==> src/rtl/arm_pipe_pkg.sv <==
// Shared constants for the 5-stage ARM pipeline: instruction width, NOP encoding,
// PC step and default reset vector, plus a saturating counter helper.
package arm_pipe_pkg;

  localparam int          INSTR_W          = 32;
  localparam logic [31:0] NOP_INSTR        = 32'h0000_0000;
  localparam int unsigned WORD_INC         = 4;
  localparam logic [31:0] DEFAULT_RESET_PC = 32'h0000_0000;

  function automatic logic [31:0] sat_inc32(input logic [31:0] v);
    return (v == 32'hFFFF_FFFF) ? v : v + 32'd1;
  endfunction

endpackage

==> src/rtl/fetch_stage_pc_reg.sv <==
// Program counter: load (redirect, word-aligned), hold, or step by one word.
// Latency: new PC visible one edge after the request; o_pc_inc is combinational.
// Backpressure: i_hold freezes the PC; i_load overrides i_hold.
module pc_reg
  import arm_pipe_pkg::*;
#(
  parameter int               ADDR_W   = 32,
  parameter logic [ADDR_W-1:0] RESET_PC = ADDR_W'(DEFAULT_RESET_PC)
) (
  input  logic              clk,
  input  logic              rst,
  input  logic              i_load,
  input  logic [ADDR_W-1:0] i_load_addr,
  input  logic              i_hold,
  output logic [ADDR_W-1:0] o_pc,
  output logic [ADDR_W-1:0] o_pc_inc
);

  localparam logic [ADDR_W-1:0] ALIGN_MASK = ~ADDR_W'(3);

  logic [ADDR_W-1:0] r_pc;
  logic [ADDR_W-1:0] w_target;

  // Low address bits of a redirect are dropped silently; no misalignment trap.
  assign w_target = i_load_addr & ALIGN_MASK;
  assign o_pc_inc = r_pc + ADDR_W'(WORD_INC);
  assign o_pc     = r_pc;

  always_ff @(posedge clk) begin
    if (rst) begin
      r_pc <= RESET_PC;
    end else if (i_load) begin
      r_pc <= w_target;
    end else if (!i_hold) begin
      r_pc <= o_pc_inc;
    end
  end

endmodule

==> src/rtl/fetch_stage.sv <==
// Instruction fetch: PC drives combinational imem, word + PC+4 land in IF/ID.
// Latency: one edge from PC==A to instruction A in IF/ID; redirect costs one bubble.
// Backpressure: freeze holds PC and IF/ID; branch_taken flushes IF/ID. Perf counters under IF_PERF_CNT_EN.
module fetch_stage
  import arm_pipe_pkg::*;
#(
  parameter logic [31:0] RESET_PC = DEFAULT_RESET_PC,
  parameter int          ADDR_W   = 32
) (
  input  logic               clk,
  input  logic               rst,
  input  logic               freeze,
  input  logic               branch_taken,
  input  logic [ADDR_W-1:0]  branch_addr,
  output logic [ADDR_W-1:0]  imem_addr,
  input  logic [INSTR_W-1:0] imem_instr,
  output logic [ADDR_W-1:0]  if_id_pc,
  output logic [INSTR_W-1:0] if_id_instr,
  output logic               if_id_valid,
  output logic [31:0]        fetch_cnt,
  output logic [31:0]        bubble_cnt
);

  logic [ADDR_W-1:0]  w_pc;
  logic [ADDR_W-1:0]  w_pc_inc;
  logic               w_advance;
  logic [ADDR_W-1:0]  r_if_id_pc;
  logic [INSTR_W-1:0] r_if_id_instr;
  logic               r_if_id_valid;

  assign w_advance = !branch_taken && !freeze;

  pc_reg #(
    .ADDR_W   (ADDR_W),
    .RESET_PC (ADDR_W'(RESET_PC))
  ) u_pc_reg (
    .clk         (clk),
    .rst         (rst),
    .i_load      (branch_taken),
    .i_load_addr (branch_addr),
    .i_hold      (freeze),
    .o_pc        (w_pc),
    .o_pc_inc    (w_pc_inc)
  );

  assign imem_addr = w_pc;

  // The word returned for the current PC is dropped when a redirect arrives.
  always_ff @(posedge clk) begin
    if (rst || branch_taken) begin
      r_if_id_pc    <= '0;
      r_if_id_instr <= NOP_INSTR;
      r_if_id_valid <= 1'b0;
    end else if (w_advance) begin
      r_if_id_pc    <= w_pc_inc;
      r_if_id_instr <= imem_instr;
      r_if_id_valid <= 1'b1;
    end
  end

  assign if_id_pc    = r_if_id_pc;
  assign if_id_instr = r_if_id_instr;
  assign if_id_valid = r_if_id_valid;

`ifdef IF_PERF_CNT_EN
  logic [31:0] r_fetch_cnt;
  logic [31:0] r_bubble_cnt;

  always_ff @(posedge clk) begin
    if (rst) begin
      r_fetch_cnt  <= '0;
      r_bubble_cnt <= '0;
    end else if (w_advance) begin
      r_fetch_cnt  <= sat_inc32(r_fetch_cnt);
    end else begin
      r_bubble_cnt <= sat_inc32(r_bubble_cnt);
    end
  end

  assign fetch_cnt  = r_fetch_cnt;
  assign bubble_cnt = r_bubble_cnt;
`else
  assign fetch_cnt  = '0;
  assign bubble_cnt = '0;
`endif

endmodule

==> config.mk <==
export PLATFORM = sky130hd
export DESIGN_NAME = fetch_stage
export DESIGN_NICKNAME = d
export VERILOG_FILES = /design/src/rtl/arm_pipe_pkg.sv /design/src/rtl/fetch_stage_pc_reg.sv /design/src/rtl/fetch_stage.sv
export SDC_FILE = /design/constraint.sdc
export NUM_CORES = 1
export LEC_CHECK = 0
export ABC_AREA = 1
export BUFFER_PORTS_ARGS = -buffer_cell sky130_fd_sc_hd__buf_2
export CAP_MARGIN = 20
export CORE_MARGIN = 2
export CORE_UTILIZATION = 49
export CTS_BUF_LIST = sky130_fd_sc_hd__clkbuf_16
export CTS_CLUSTER_DIAMETER = 100
export DETAILED_ROUTE_END_ITERATION = 8
export GPL_ROUTABILITY_DRIVEN = 0
export HOLD_SLACK_MARGIN = 0.12
export PLACE_DENSITY = 0.8
export SETUP_SLACK_MARGIN = 0.3
export SLEW_MARGIN = 25
export SYNTH_ARGS = -nofsm -noshare
export SYNTH_HDL_FRONTEND = slang
export SYNTH_HIERARCHICAL = 1
export SYNTH_SLANG_ARGS = --single-unit
export TNS_END_PERCENT = 30
==> constraint.sdc <==
create_clock -name clk -period 1.9 [get_ports clk]
set_clock_uncertainty 0.15 [all_clocks]
set_input_delay 0.285 -clock clk [delete_from_list [all_inputs] [get_ports clk]]
set_output_delay 0.285 -clock clk [all_outputs]
set_load 0.02 [all_outputs]
# == Word level (Yosys, flattened, before mapping) ==
# Cells that the tools add are included.
# totals
ff_bits,97
latchBits,0
ramBits,0
rom_bits,0
in_bits,68
out_inout_bits,161
elab_cells,14
n_memories,0
# classes
n_addsub,1
mul,0
n_div,0
n_lt_le_gt_ge,0
eq_ne,1
n_shift,0
mux,2
bitwise_logic,0
reduce_logical,5
# ops
cell,n
$mux 32,2
$add 32x3->32 const B,1
$logic_not 1->1,2
$ne 2x1->1 const B,1
$reduce_or 2->1,1
$logic_and 1x1->1,1
$logic_or 1x1->1,1

# == Logic depth before layout (Yosys ltp) ==
# depth
word_depth,3
mapped_depth,10
ltp_nobuf,10

# == Cells and area by module ==
# The synthesis kept the hierarchy.
# by_module_without_submodules
mod,instances,cells_each,area_per_inst_um2,seq_area_each_um2
fetch_stage,1,475,3145.5,1301.2
pc_reg,1,364,2242.2,600.6

# == Least setup slack after synthesis ==
# No wires, ideal clock.
# synth_timing
path_kind,register -> register
startpoint,register u_pc_reg.r_pc[3] (netlist: u_pc_reg/o_pc[3])
endpoint,register r_if_id_pc[22] (netlist: if_id_pc[22])
setup_ns,0.112
arrival_ns,1.571
required_ns,1.638
setup_slack_ns,0.068
path_stages_with_launch,10
path_buffers,0
synth_period_minus_slack_ns,1.832
cell_sequence,dfxtp_1 ha_1 nand2_1 nor2_2 nand2_2 nor2_4 nand3_1 and2_1 nor2_1 nor2_1
# synth_between
elab_chain_len,1
# synth_rtl
item,line_no,rtl
"start, declared",fetch_stage_pc_reg.sv:21,logic [ADDR_W-1:0] r_pc;
"start signal, assigned",fetch_stage_pc_reg.sv:33,r_pc <= w_target;
"start signal, assigned",fetch_stage_pc_reg.sv:35,r_pc <= o_pc_inc;
$add 32x3->32,fetch_stage_pc_reg.sv:26,assign o_pc_inc = r_pc + ADDR_W'(WORD_INC);
via w_pc_inc[22],fetch_stage.sv:25,logic [ADDR_W-1:0] w_pc_inc;
"end signal, assigned",fetch_stage.sv:55,r_if_id_pc <= w_pc_inc;
"end, declared",fetch_stage.sv:27,logic [ADDR_W-1:0] r_if_id_pc;
# The timed path passes the listed nets, and every way through them passes these cells.
# A chain may end at the register's enable or synchronous reset.

# == Final worst setup path ==
# layout_timing
startpoint,register u_pc_reg.r_pc[11] (netlist: u_pc_reg/o_pc[11])
endpoint,register u_pc_reg.r_pc[24] (netlist: u_pc_reg/o_pc[24])
# layout_between
elab_chain_len,3
# layout_rtl
item,line_no,rtl
$add 32x3->32,fetch_stage_pc_reg.sv:26,
via w_pc_inc[24],fetch_stage.sv:25,
$mux 32,fetch_stage_pc_reg.sv:34,end else if (!i_hold) begin
$mux 32,fetch_stage_pc_reg.sv:32,end else if (i_load) begin
# The timed path passes the listed nets, and every way through them passes these cells. The select of a mux whose other input is x is not followed.

==> results.toml <==
[yosys]
yosys-top-cells-area = "dfxtp_1 (35%), nand2_1 (18%), nor2_1 (11%)"
ys_async_sr_fraction = 0
yosysMostFrequentCell = "nand2_1"
synth_compound_area_frac = 0.05759
ys_seq_elements = 95
synth_top_cell_area_share = 0.3530
synth_cell_type_count = 26
synth_top_family_by_area = "simple AND/OR/NAND/NOR gates"
ys_seq_area_frac = 0.3530
synth_cells = 839
synthMuxAreaShare = 0
yosys_warnings = 6
synth_area_leader_cell = "dfxtp_1"
synth-edff-count = 0
synth_ff_type = "dfxtp_1"
postSynthAreaPerCell_um2 = 6.422
synth-xor-area-share = 0.03275
synthAdderAreaFrac = 0.002322
synth_simple_gate_area_share = 0.3456
synth_common_cells = "nand2_1 (263), nor2_1 (158), inv_1 (114), dfxtp_1 (95), buf_4 (69)"
netlist_area_mm2 = 0.005388

[layout]
area_growth_syn_to_layout_pct = 31.47
diodes = 0
final_nets = 1115
drive_above_1_share = 0.2683
layout.cells.non_filler = 1191
final_core_util = 0.6563

[sta]
fin_tns_setup_ns = 0
holdWs_ns = 0.1389
post-route-worst-setup-slack_ns = 0.2026
final.period_utilization = 0.8934
rsz0062_at_grt = "yes"
hold_violations = 0
fmax_ghz = 0.5891
fin_crit_ns = 1.697
relSlewSlack = 0.6541
worst_pin_slew_ns = 0.5188
slew_violations = 0
setup_violations = 0

[route]
vias = 5354
drc = 0
drtIter0Drc = 440
post_drt_wl_per_cell_um = 12.39
dr.pass1.iters = 5
antenna_left = 0
drt-total-wl_um = 14760
via_per_inst = 4.495

[die]
die_area_mm2 = 0.01185
row_count = 38
io_pins = 229
core_area_mm2 = 0.01079
initial_utilization = 0.4992
die_w_um = 108.9
die_y_um = 108.9

[global_routing]
grt_use_total = 0.2362
grt_overflow = 0
grt_pass1_wl_um = 22150
antenna_found_initial = 0
grt_max_degree = 50
grt_pass1_vias = 4678

[run]
maxCapViolations = 0

[setup_path]
endpoint_kind = "flop"
cp_max_fo = 5
r2r_setup_slack_ns = 0.20
cp.arrival_ns = 1.81
slowest_stage = "dfxtp_4"
slowest_delay_ns = 0.39
cp.required_ns = 2.01
crit_path_cell_trace = "nand2_1 -> nor2_2 -> nand2_1 -> nor2_4 -> nand3_1 -> nand2_1 -> nand2_1 -> a21oi_1"
crit_type = "reg -> reg"
cp-start-kind = "flop"
crit_top_cell = "nand2_1"

[clock_network]
htree_levels = 3
clock_path_buffers = 2
cts.clk_slew.worst_paths_ns = 0.07
clock-root-buffer = "clkbuf_16"
cts_buffers = 9
clkLatencyLatePin_ns = 0.34
cts_tree = "done"
clkSinkCount = 95

[placed_design]
place_ws_ns = 0.2131
port_buffers = 160
place_inst = 1120
hpwl_um = 9543

[run_status]
status = "finished, final reports clean"

[pwr]
ir_worst_vdd_v = 0.0005381
p_leak_nw = 3.649
powerDensity_mw_per_mm2 = 716.3

[min_path]
hold_path_class = "in -> reg"
==> worst paths after layout <==
kind                                                       end  cells after the start                      startpoint
worst max register to register  u_pc_reg/o_pc[24]$_SDFFE_PP0P_                      8  u_pc_reg/o_pc[11]$_SDFFE_PP0P_
worst max-delay path            u_pc_reg/o_pc[24]$_SDFFE_PP0P_                      8  u_pc_reg/o_pc[11]$_SDFFE_PP0P_
worst min register to register        if_id_valid$_SDFFE_PP0P_                      1        if_id_valid$_SDFFE_PP0P_
worst min-delay path             u_pc_reg/o_pc[2]$_SDFFE_PP0P_                      4                  branch_addr[2]
==> through the flow <==
step	area (um^2)	total power, mW
floorplan	5670	2.914
CTS	6827	5.071
global placement	6097	3.066
global route	7083	5.296
detailed placement	6097	3.077
finish	7083	5.074
==> metal layers <==
metal / wire length (um) / global-route usage / vias up
li1: - / - / 2748
met4: 384 / 0.07967 / 0
met2: 7085 / 0.4095 / 230
met5: 0 / 0 / -
met3: 1046 / 0.05081 / 34
met1: 6240 / 0.2895 / 2342
==> worst max-delay path, delay by kind of cell, from the launching register on <==
family,cells,cell delay (ns)
flip-flops,1,0.39
AND/OR/NAND/NOR,7,0.92
AO/OA/AOI/OAI,1,0.16
==> timing repair <==
item | 4_1_cts | 5_1_grt
setup endpoints to repair | 18 | 42
setup buffers | 1 | 15
pin swaps | 8 | 18
hold buffers | 39 | 0
hold endpoints to repair | 39 | 0
resized for setup | 7 | 49
==> kinds of logic after synthesis <==
family / Yosys count
AND/OR/NAND/NOR: 460
buffers and inverters: 213
flip-flops: 95
AO/OA/AOI/OAI: 53
XOR/XNOR: 15
other: 2
adder cells (fa/ha/maj): 1
==> cell type report <==
type                            count  area (um^2)
Tap cell                          140        175.2
Clock buffer                        9        225.2
Inverter                          114        427.9
Multi-Input combinational cell    597         2758
Fill cell                         933         3710
Sequential cell                    95         1966
Timing Repair Buffer              229         1441
Clock inverter                      7        90.09
==> cell usage in the layout, fill, tap and decap left out, types with 3 or more instances in the layout <==
cell	count
nand2_1	254
buf_2	160
nor2_1	142
inv_1	115
dfxtp_1	74
conb_1	68
dlygate4sd3_1	39
buf_4	28
a21oi_1	20
nand3_1	15
dfxtp_4	15
nor2_2	14
o21ai_0	14
nor2_4	12
nand2_2	11
clkbuf_16	9
xor2_2	8
a22o_1	7
a31oi_1	7
dfxtp_2	6
nand2_4	4
and2_1	4
xnor2_1	4
xor2_1	3
==> state kept, by name, summed over array words and instances, names as in the netlist <==
signal and flops:
if_id_instr 32, if_id_pc 32, u_pc_reg/o_pc 30, if_id_valid 1
==> power by group <==
group	internal, mW	switching, mW	total, mW
combinational	0.343	0.613	0.956
sequential	2.09	0.0869	2.18
clock	1.15	0.795	1.94
(Power assumes the default switching activity.)
